**config.mk**
```make
export PLATFORM = sky130hd
export DESIGN_NAME = instruction_encoder
export DESIGN_NICKNAME = d
export VERILOG_FILES = /design/src/rtl/instruction_encoder.sv
export SDC_FILE = /design/constraint.sdc
export NUM_CORES = 1
export LEC_CHECK = 0
export ABC_AREA = 0
export CAP_MARGIN = 15
export CELL_PAD_IN_SITES_DETAIL_PLACEMENT = 1
export CELL_PAD_IN_SITES_GLOBAL_PLACEMENT = 2
export CORE_ASPECT_RATIO = 0.6
export CORE_MARGIN = 5
export CORE_UTILIZATION = 27
export DETAILED_ROUTE_END_ITERATION = 10
export PLACE_DENSITY_LB_ADDON = 0.1
export SLEW_MARGIN = 20
export SYNTH_ARGS = -nofsm -noshare
export SYNTH_HDL_FRONTEND = slang
export SYNTH_SLANG_ARGS = --single-unit
```
**constraint.sdc**
```tcl
create_clock -name clk -period 3.5 [get_ports clk]
set_clock_uncertainty 0.05 [all_clocks]
set_input_delay 0.7 -clock clk [delete_from_list [all_inputs] [get_ports clk]]
set_output_delay 0.7 -clock clk [all_outputs]
set_load 0.02 [all_outputs]
```
**src/rtl/instruction_encoder.sv**
```systemverilog
// Registered RV32I encoder: packs I/S/B/U/J words and expands li into LUI+ADDI.
// One-cycle latency; valid/ready on both sides, input stalls while an output word is held.
module instruction_encoder (
  input  logic        clk,
  input  logic        reset,
  input  logic        in_valid,
  output logic        in_ready,
  input  logic [2:0]  fmt,
  input  logic [6:0]  opcode,
  input  logic [2:0]  funct3,
  input  logic [4:0]  rd,
  input  logic [4:0]  rs1,
  input  logic [4:0]  rs2,
  input  logic [31:0] imm,
  output logic        out_valid,
  input  logic        out_ready,
  output logic [31:0] ins,
  output logic        out_last,
  output logic        range_err
);

  localparam logic [2:0] FMT_I  = 3'd0;
  localparam logic [2:0] FMT_S  = 3'd1;
  localparam logic [2:0] FMT_B  = 3'd2;
  localparam logic [2:0] FMT_U  = 3'd3;
  localparam logic [2:0] FMT_J  = 3'd4;
  localparam logic [2:0] FMT_LI = 3'd5;

  localparam logic [6:0]  OP_LUI    = 7'b0110111;
  localparam logic [6:0]  OP_OPIMM  = 7'b0010011;
  localparam logic [31:0] INS_NOP   = 32'h0000_0013;

  typedef enum logic [1:0] {
    IDLE     = 2'd0,
    EMIT     = 2'd1,
    EMIT_LI1 = 2'd2
  } state_t;

  state_t state, state_next;

  logic        accept;
  logic [31:0] enc_word;
  logic        enc_err;
  logic        enc_two;
  logic [19:0] li_hi;
  logic        fits_12, fits_13, fits_21;

  logic [31:0] ins_q;
  logic        last_q;
  logic        err_q;
  logic [4:0]  li_rd_q;
  logic [11:0] li_lo_q;

  assign in_ready = !reset && (state == IDLE || (state == EMIT && out_ready));
  assign accept   = in_valid && in_ready;

  // A value fits in N signed bits when bits [31:N-1] are all copies of the sign.
  assign fits_12 = (&imm[31:11]) || !(|imm[31:11]);
  assign fits_13 = (&imm[31:12]) || !(|imm[31:12]);
  assign fits_21 = (&imm[31:20]) || !(|imm[31:20]);

  // Upper part rounded so that the sign-extended ADDI immediate lands on imm.
  assign li_hi = imm[31:12] + {19'd0, imm[11]};

  always_comb begin
    enc_word = INS_NOP;
    enc_err  = 1'b0;
    enc_two  = 1'b0;
    case (fmt)
      FMT_I: begin
        enc_word = {imm[11:0], rs1, funct3, rd, opcode};
        enc_err  = !fits_12;
      end
      FMT_S: begin
        enc_word = {imm[11:5], rs2, rs1, funct3, imm[4:0], opcode};
        enc_err  = !fits_12;
      end
      FMT_B: begin
        enc_word = {imm[12], imm[10:5], rs2, rs1, funct3, imm[4:1], imm[11], opcode};
        enc_err  = !fits_13 || imm[0];
      end
      FMT_U: begin
        enc_word = {imm[31:12], rd, opcode};
        enc_err  = |imm[11:0];
      end
      FMT_J: begin
        enc_word = {imm[20], imm[10:1], imm[11], imm[19:12], rd, opcode};
        enc_err  = !fits_21 || imm[0];
      end
      FMT_LI: begin
        if (li_hi != 20'd0) begin
          enc_word = {li_hi, rd, OP_LUI};
          enc_two  = 1'b1;
        end else begin
          enc_word = {imm[11:0], 5'd0, 3'b000, rd, OP_OPIMM};
        end
      end
      default: begin
        enc_word = INS_NOP;
        enc_err  = 1'b1;
      end
    endcase
  end

  always_comb begin
    state_next = state;
    case (state)
      IDLE: begin
        if (accept) state_next = enc_two ? EMIT_LI1 : EMIT;
      end
      EMIT: begin
        if (accept)         state_next = enc_two ? EMIT_LI1 : EMIT;
        else if (out_ready) state_next = IDLE;
      end
      EMIT_LI1: begin
        if (out_ready) state_next = EMIT;
      end
      default: state_next = IDLE;
    endcase
  end

  always_ff @(posedge clk) begin
    if (reset) state <= IDLE;
    else       state <= state_next;
  end

  always_ff @(posedge clk) begin
    if (reset) begin
      ins_q   <= 32'd0;
      last_q  <= 1'b0;
      err_q   <= 1'b0;
      li_rd_q <= 5'd0;
      li_lo_q <= 12'd0;
    end else if (accept) begin
      ins_q   <= enc_word;
      last_q  <= !enc_two;
      err_q   <= enc_err;
      li_rd_q <= rd;
      li_lo_q <= imm[11:0];
    end else if (state == EMIT_LI1 && out_ready) begin
      ins_q  <= {li_lo_q, li_rd_q, 3'b000, li_rd_q, OP_OPIMM};
      last_q <= 1'b1;
      err_q  <= 1'b0;
    end
  end

  assign out_valid = (state != IDLE);
  assign ins       = ins_q;
  assign out_last  = last_q;
  assign range_err = err_q;

endmodule

```
==> reports/qor.log, run 1 <==
qor: routing.ant_nets 0
qor: outcome.status completed
qor: floorplan.coreArea 13800 um^2
qor: finish.multi_input_comb_area 2520 um^2
qor: clock_network.clkTransAtPathRegs 0.07 ns
qor: worst_setup_path.timing.critical_path.cells clkdlybuf4s50_1, ha_1, ha_1, nand3_1, nor3_2, mux2i_1, o221ai_2, buf_4, o31ai_1, a211oi_1
qor: timing.period_minus_slack 3.29 ns
qor: floorplan.die_height 102 um
qor: power.finalPower 1.69 mW
qor: placed_design.dp.cells 817
qor: power.seq_power_share 39.0%
qor: hold_path.min-delay-path-class flop to flop
qor: finish.most_common_library_cell_in_the_layout_ignoring_fill_and_taps sky130_fd_sc_hd__clkdlybuf4s50_1
qor: logic_synthesis.synthesis.instances 524
qor: clock_network.clk_lat_worst_skew 0.30 ns
qor: floorplan.fp.dieArea 16800 um^2
qor: timing.finalSetupViolations 0
qor: logic_synthesis.asyncSetResetFlopFracSynth 0%
qor: clock_network.post_cts_setup_buffer_count 0
qor: routing.route.final.wire_length 17.0 mm
qor: clock_network.cts_tree built
qor: timing.timing.setup.tns 0 ns
qor: global_routing.globalRouteOverflowTotal 0
qor: worst_setup_path.worstSetupEndpointType flop
qor: clock_network.clock_tree.buffer_depth 2
qor: floorplan.die_x 164 um
qor: finish.filler_cell_count 1713
qor: logic_synthesis.synth_cell_type_count 67
qor: power.sw_frac_of_total 32.8%
qor: finish.insertedDiodeCount 0
qor: power.ir_worst_vdd 0.000159 V
qor: flow_run.timing.max_cap.violations 0
qor: timing.final.setup.worst_slack 0.208 ns
qor: placed_design.buffer_ports.inserted 99
qor: timing.max_freq 304 MHz
qor: finish.register_area 1060 um^2
qor: worst_setup_path.critPathArrivalTime 3.40 ns
qor: timing.worst_slew_margin_rel 50.9%
qor: clock_network.post_cts_resized 0
qor: timing.timing.final.hold_violations 0
qor: power.power_report.internal_total 1.14 mW
qor: floorplan.pin_count 100
qor: timing.maxSlewViolCount 0
qor: power.switchingPower 556 uW
qor: routing.via_count 4488
qor: timing.final.period_utilization 94.1%
qor: worst_setup_path.timing.critical_path.from_type input pin
qor: worst_setup_path.cp.required 3.61 ns
qor: clock_network.tritoncts_num_sinks 53
qor: logic_synthesis.synth.yosys.warnings 0
qor: routing.vias_per_cell 5.44
qor: floorplan.core.rowCount 33
qor: placed_design.detailedPlace.worstSlack -0.101 ns
qor: logic_synthesis.prevailing_post_synth_register_cell sky130_fd_sc_hd__dfxtp_1
qor: logic_synthesis.synthesis.area 3840 um^2
qor: worst_setup_path.crit_path_max_fanout 5
qor: worst_setup_path.critical-path-slowest-cell sky130_fd_sc_hd__clkdlybuf4s50_1
qor: routing.drt_pre_antenna_iters 5
qor: finish.post_layout_cell_count 825
qor: global_routing.grt_antenna_before_repair 0
qor: global_routing.grt_start_max_net_pins 54
qor: logic_synthesis.number_of_enable_type_register_cells_in_the_synthesized_netlist 0
qor: clock_network.cts_made_buffers 5
qor: logic_synthesis.synth_area_per_cell 7.33 um^2
qor: power.leak_pwr 1.90 nW
qor: worst_setup_path.max_stage_delay 0.50 ns
qor: global_routing.grt_first_pass_wirelength 26.4 mm
qor: placed_design.place.gp.congestion 0.903
qor: floorplan.initial_utilization 27.8%
qor: timing.worst_pin_slew 0.735 ns
qor: placed_design.place_hpwl 13.4 mm
qor: clock_network.clk_root_buffer_cell sky130_fd_sc_hd__clkbuf_16
qor: finish.drive_gt1_share 13.7%
qor: timing.rsz0062_at_grt false
qor: power.power_share_of_the_clock_group 30.5%
qor: routing.route.detailed.drc 0
qor: logic_synthesis.postSynthRegisterBits 53
qor: worst_setup_path.critical_path_class input pin to flop
qor: clock_network.cts_hold_buffers 0
qor: global_routing.grt_pass1_vias 4623
qor: finish.nets 699
qor: power.pwr-share-comb 30.5%
qor: finish.area_growth 40.1%
qor: clock_network.htree_num_levels 2
qor: routing.wl_per_cell 20.6 um
qor: timing.whs 0.403 ns
qor: finish.commonest_cells_after_routing_fill_and_taps_aside 98 x sky130_fd_sc_hd__clkdlybuf4s50_1, 76 x sky130_fd_sc_hd__nand2_1, 58 x sky130_fd_sc_hd__a21oi_1, 54 x sky130_fd_sc_hd__nor2_1, 53 x sky130_fd_sc_hd__dfxtp_1
qor: global_routing.globalRouteTotalUtil 20.1%
qor: logic_synthesis.synth_seq_area_share 27.6%
qor: worst_setup_path.critical-path-top-cell-by-count sky130_fd_sc_hd__ha_1
qor: power.powerDensity 315 nW/um^2
qor: logic_synthesis.syn-num-nets 591
qor: routing.drt_first_iter_violations 264
-- worst paths after layout --
path,startpoint,end,slack [ns],depth (start not counted)
worst max-delay path,imm[12],ins[2],0.21,10
worst min-delay path,li_lo_q[2],li_lo_q[2],0.40,2
worst max register to register,state[1],ins[19],1.08,7
worst min register to register,li_lo_q[2],li_lo_q[2],0.40,2
-- sequential cells by signal, indices dropped and copies added (netlist names) --
name       count
li_rd_q        5
li_lo_q       12
state          2
out_last       1
range_err      1
ins           32
-- critical path, delay by kind of cell --
family	cells	cell delay (ns)
AOI/OAI and AO/OA	3	0.57
adders and majority gates	2	0.42
buffers and inverters	2	0.69
muxes	1	0.39
and+or+nand+nor	2	0.61
-- logic make-up (layout without fill, tap and decap cells) --
logic type | after synthesis | in the layout | share of synthesized area (%)
compound gates | 160 | 160 | 28.8
simple gates | 219 | 219 | 28.4
fa+ha+maj | 3 | 3 | 0.978
flops | 53 | 53 | 27.6
buf+inv | 59 | 168 | 6.87
mux | 9 | 9 | 2.48
xor+xnor | 21 | 21 | 4.79
-- area by class of cell --
class,instances,area share (%)
Multi-Input combinational cell,412,46.9
Timing Repair Buffer,148,25.4
Sequential cell,53,19.7
Tap cell,192,4.46
Clock buffer,5,2.33
Inverter,12,0.837
Clock inverter,3,0.395
-- Yosys cell counts (all sizes together) (3+ instances only) --
cell     n  area share (%)
and4     4            0.98
a211oi   5            0.98
a31o     4            0.91
mux2i    5             1.3
buf     17             2.7
xor2     6             1.4
o211ai   4            0.78
nor4     6             1.5
ha       3            0.98
a21oi   58             7.6
a31oi    4            0.65
o22ai   14             2.3
nand3   18             2.3
and2     3            0.49
or2      4            0.65
nor2b    4            0.65
dfxtp   53              28
a311oi   6             1.4
nor2    56             5.5
inv     12             1.2
o21ai   12             1.7
nor3    14             2.0
and3    10             1.7
o221ai   5             1.3
clkbuf  30             3.0
xnor2   15             3.4
o21a     3            0.59
nand4   12             2.9
nand2b   4            0.65
mux2     4             1.2
a221oi   7             1.6
a311o    9             2.3
o31ai    3            0.59
a22oi   13             2.5
nand2   76             7.4
-- routing by layer --
layer,track usage (%),part of all wire (%)
met3,3.99,5.5
met5,0,0
met4,3.09,0.99
met1,29.7,51
met2,31.0,42
-- power by group through the flow --
stage	registers, mW	clock network, mW	logic [mW]
after floorplan	0.700	0	0.234
after CTS	0.660	0.524	0.517
after global placement	0.673	0	0.506
after global routing	0.664	0.550	0.558
final	0.660	0.516	0.517
after detailed placement	0.674	0	0.515
-- metrics by stage --
step,util [%],area [um^2]
3_3_place_gp,37.9,5230
6_report,39.0,5380
5_1_grt,39.0,5380
4_1_cts,39.0,5380
2_1_floorplan,-,3840
3_5_place_dp,37.9,5230
(Power assumes the default switching activity.)
==> run 2: changes to the inputs <==
--- a/config.mk
+++ b/config.mk
@@ -10,7 +10,6 @@
 export CELL_PAD_IN_SITES_DETAIL_PLACEMENT = 1
 export CELL_PAD_IN_SITES_GLOBAL_PLACEMENT = 2
 export CORE_ASPECT_RATIO = 0.6
-export CORE_MARGIN = 5
 export CORE_UTILIZATION = 27
 export DETAILED_ROUTE_END_ITERATION = 10
 export PLACE_DENSITY_LB_ADDON = 0.1
==> run 2 against run 1 <==
Sequential power about the same. Sequential share of layout area barely moved. Final area about the same. Combinational power barely moved. Worst setup slack gained 0.0031 ns. Power increased by 0.67%. Clock-buffer cell count stayed put. Wire length fell by 1.8%. Non-clock buffer count shrank 1. First-iteration DRC count increased by 14%. Critical path type unchanged.
==> reports/qor.log, run 2 (synthesized netlist as in run 1, its figures left out) <==
qor: outcome.status completed
qor: clock_network.cts_tree built
qor: finish.commonest_cells_after_routing_fill_and_taps_aside 98 x sky130_fd_sc_hd__clkdlybuf4s50_1, 76 x sky130_fd_sc_hd__nand2_1, 58 x sky130_fd_sc_hd__a21oi_1, 54 x sky130_fd_sc_hd__nor2_1, 53 x sky130_fd_sc_hd__dfxtp_1
qor: finish.nets 698 [-0.14%]
qor: clock_network.tritoncts_num_sinks 53 [unchanged]
qor: global_routing.globalRouteTotalUtil 23.2% [+3.1 points]
qor: routing.vias_per_cell 5.39 [-0.84%]
qor: clock_network.post_cts_setup_buffer_count 0 [unchanged]
qor: timing.worst_pin_slew 0.737 ns [+0.00189 ns]
qor: placed_design.detailedPlace.worstSlack -0.0485 ns [+0.0526 ns]
qor: finish.most_common_library_cell_in_the_layout_ignoring_fill_and_taps sky130_fd_sc_hd__clkdlybuf4s50_1
qor: worst_setup_path.max_stage_delay 0.50 ns [about the same]
qor: clock_network.clk_root_buffer_cell sky130_fd_sc_hd__clkbuf_16
qor: timing.final.setup.worst_slack 0.211 ns [+0.00313 ns]
qor: placed_design.dp.cells 816 [-0.12%]
qor: floorplan.die_height 94.4 um [-7.8%]
qor: power.finalPower 1.71 mW [+0.67%]
qor: clock_network.htree_num_levels 2 [unchanged]
qor: worst_setup_path.timing.critical_path.from_type input pin
qor: placed_design.placement_stage_cell_area 5240 um^2 [about the same]
qor: timing.maxSlewViolCount 0 [unchanged]
qor: worst_setup_path.worstSetupEndpointType flop
qor: placed_design.place.gp.congestion 0.864 [-4.3%]
qor: global_routing.globalRouteOverflowTotal 0 [unchanged]
qor: placed_design.buffer_ports.inserted 99 [unchanged]
qor: timing.finalSetupViolations 0 [unchanged]
qor: floorplan.pin_count 100 [unchanged]
qor: routing.route.detailed.drc 0 [unchanged]
qor: floorplan.coreArea 13700 um^2 [-0.30%]
qor: finish.drive_gt1_share 13.4% [-0.29 points]
qor: clock_network.post_cts_resized 0 [unchanged]
qor: routing.ant_nets 0 [unchanged]
qor: worst_setup_path.critical-path-slowest-cell sky130_fd_sc_hd__clkdlybuf4s50_1
qor: timing.worst_slew_margin_rel 50.9% [about the same]
qor: worst_setup_path.crit_path_max_fanout 5 [unchanged]
qor: power.ir_worst_vdd 0.000244 V [+53%]
qor: floorplan.die_x 156 um [-4.9%]
qor: worst_setup_path.critical_path_class input pin to flop
qor: worst_setup_path.cp.required 3.62 ns [about the same]
qor: power.powerDensity 317 nW/um^2 [+0.60%]
qor: worst_setup_path.timing.critical_path.cells clkdlybuf4s50_1, ha_1, ha_1, nand3_1, nor3_1, mux2i_1, o221ai_2, buf_4, o31ai_1, a211oi_1
qor: floorplan.fp.dieArea 14700 um^2 [-12%]
qor: finish.insertedDiodeCount 0 [unchanged]
qor: power.leak_pwr 1.90 nW [about the same]
qor: flow_run.timing.max_cap.violations 0 [unchanged]
qor: finish.finished_layout_cell_area 5390 um^2 [about the same]
qor: timing.final.period_utilization 94.0% [about the same]
qor: global_routing.grt_antenna_before_repair 0 [unchanged]
qor: timing.max_freq 304 MHz [about the same]
qor: finish.filler_cell_count 1678 [-2.0%]
qor: routing.via_count 4445 [-0.96%]
qor: timing.whs 0.403 ns [+0.000561 ns]
qor: floorplan.initial_utilization 27.9% [+0.084 points]
qor: clock_network.cts_made_buffers 5 [unchanged]
qor: global_routing.grt_first_pass_wirelength 26.1 mm [-1.3%]
qor: global_routing.grt_pass1_vias 4378 [-5.3%]
qor: timing.timing.final.hold_violations 0 [unchanged]
qor: routing.drt_first_iter_violations 300 [+14%]
qor: clock_network.clock_tree.buffer_depth 2 [unchanged]
qor: clock_network.clk_lat_worst_skew 0.30 ns [about the same]
qor: placed_design.place_hpwl 13.0 mm [-3.2%]
qor: finish.flip_flop_count_of_the_largest_register_all_copies_and_words_added 32 [unchanged]
qor: clock_network.cts_hold_buffers 0 [unchanged]
qor: timing.period_minus_slack 3.29 ns [-0.00313 ns]
qor: routing.wl_per_cell 20.3 um [-1.6%]
qor: worst_setup_path.critical-path-top-cell-by-count sky130_fd_sc_hd__ha_1
qor: finish.post_layout_cell_count 824 [-0.12%]
qor: worst_setup_path.critPathArrivalTime 3.41 ns [about the same]
qor: routing.route.final.wire_length 16.7 mm [-1.8%]
qor: finish.area_growth 40.2% [about the same]
qor: hold_path.min-delay-path-class flop to flop
qor: timing.rsz0062_at_grt false
qor: floorplan.core.rowCount 33 [unchanged]
qor: worst_setup_path.timing.reg2reg.setup_slack 1.40 ns [+0.32 ns]
qor: clock_network.clkTransAtPathRegs 0.08 ns [about the same]
qor: global_routing.grt_start_max_net_pins 41 [-24%]
qor: routing.drt_pre_antenna_iters 5 [unchanged]
## run 2: cell types whose count changed in the layout (fill, tap and decap cells not counted)
cell / delta
sky130_fd_sc_hd__buf_12: +1
sky130_fd_sc_hd__buf_4: -2
sky130_fd_sc_hd__clkinv_2: -1
sky130_fd_sc_hd__clkinv_4: +1
sky130_fd_sc_hd__nor3_1: +1
sky130_fd_sc_hd__nor3_2: -1
## run 2: path summary, 6_finish.rpt
check	start	to	cells after the start
worst max-delay path	imm[12]	ins[2]	10
worst min-delay path	li_lo_q[4]	li_lo_q[4]	2
worst max register to register	state[0]	ins[27]	6
worst min register to register	li_lo_q[4]	li_lo_q[4]	2
## run 2: through the flow
step           TNS [ns]  util, %
2_1_floorplan         0        -
3_3_place_gp          0     38.1
3_5_place_dp     -0.111     38.1
4_1_cts               0     39.2
5_1_grt               0     39.2
6_report              0     39.2
## run 2: worst max-delay path, delay by kind of cell
| kind | cells | cell delay [ns] |
|---|---|---|
| adders and majority gates | 2 | 0.43 |
| muxes | 1 | 0.38 |
| AOI/OAI and AO/OA | 3 | 0.54 |
| and+or+nand+nor | 2 | 0.67 |
| buffers and inverters | 2 | 0.68 |
## run 2: power breakdown
part           total [mW]  switching, mW  internal (mW)
Combinational       0.518          0.285          0.233
Clock               0.527          0.257          0.270
Sequential          0.660         0.0216          0.639
## run 2: cell type report
type / count / area [um^2] / area share, %
clock inverter: 3 / 25.0 / 0.465
inverter: 12 / 45.0 / 0.836
tap: 192 / 240 / 4.46
clock buffer: 5 / 125 / 2.32
sequential: 53 / 1060 / 19.7
multi-input combinational: 412 / 2520 / 46.7
timing repair buffer: 147 / 1370 / 25.5
## run 2: per-layer routing
metal	track usage (%)	part of all wire (%)	up-vias
met5	0	0	-
met4	1.23	0.20	0
met3	4.27	5.6	4
met2	34.7	41	113
met1	35.4	53	2186
li1	-	-	2142
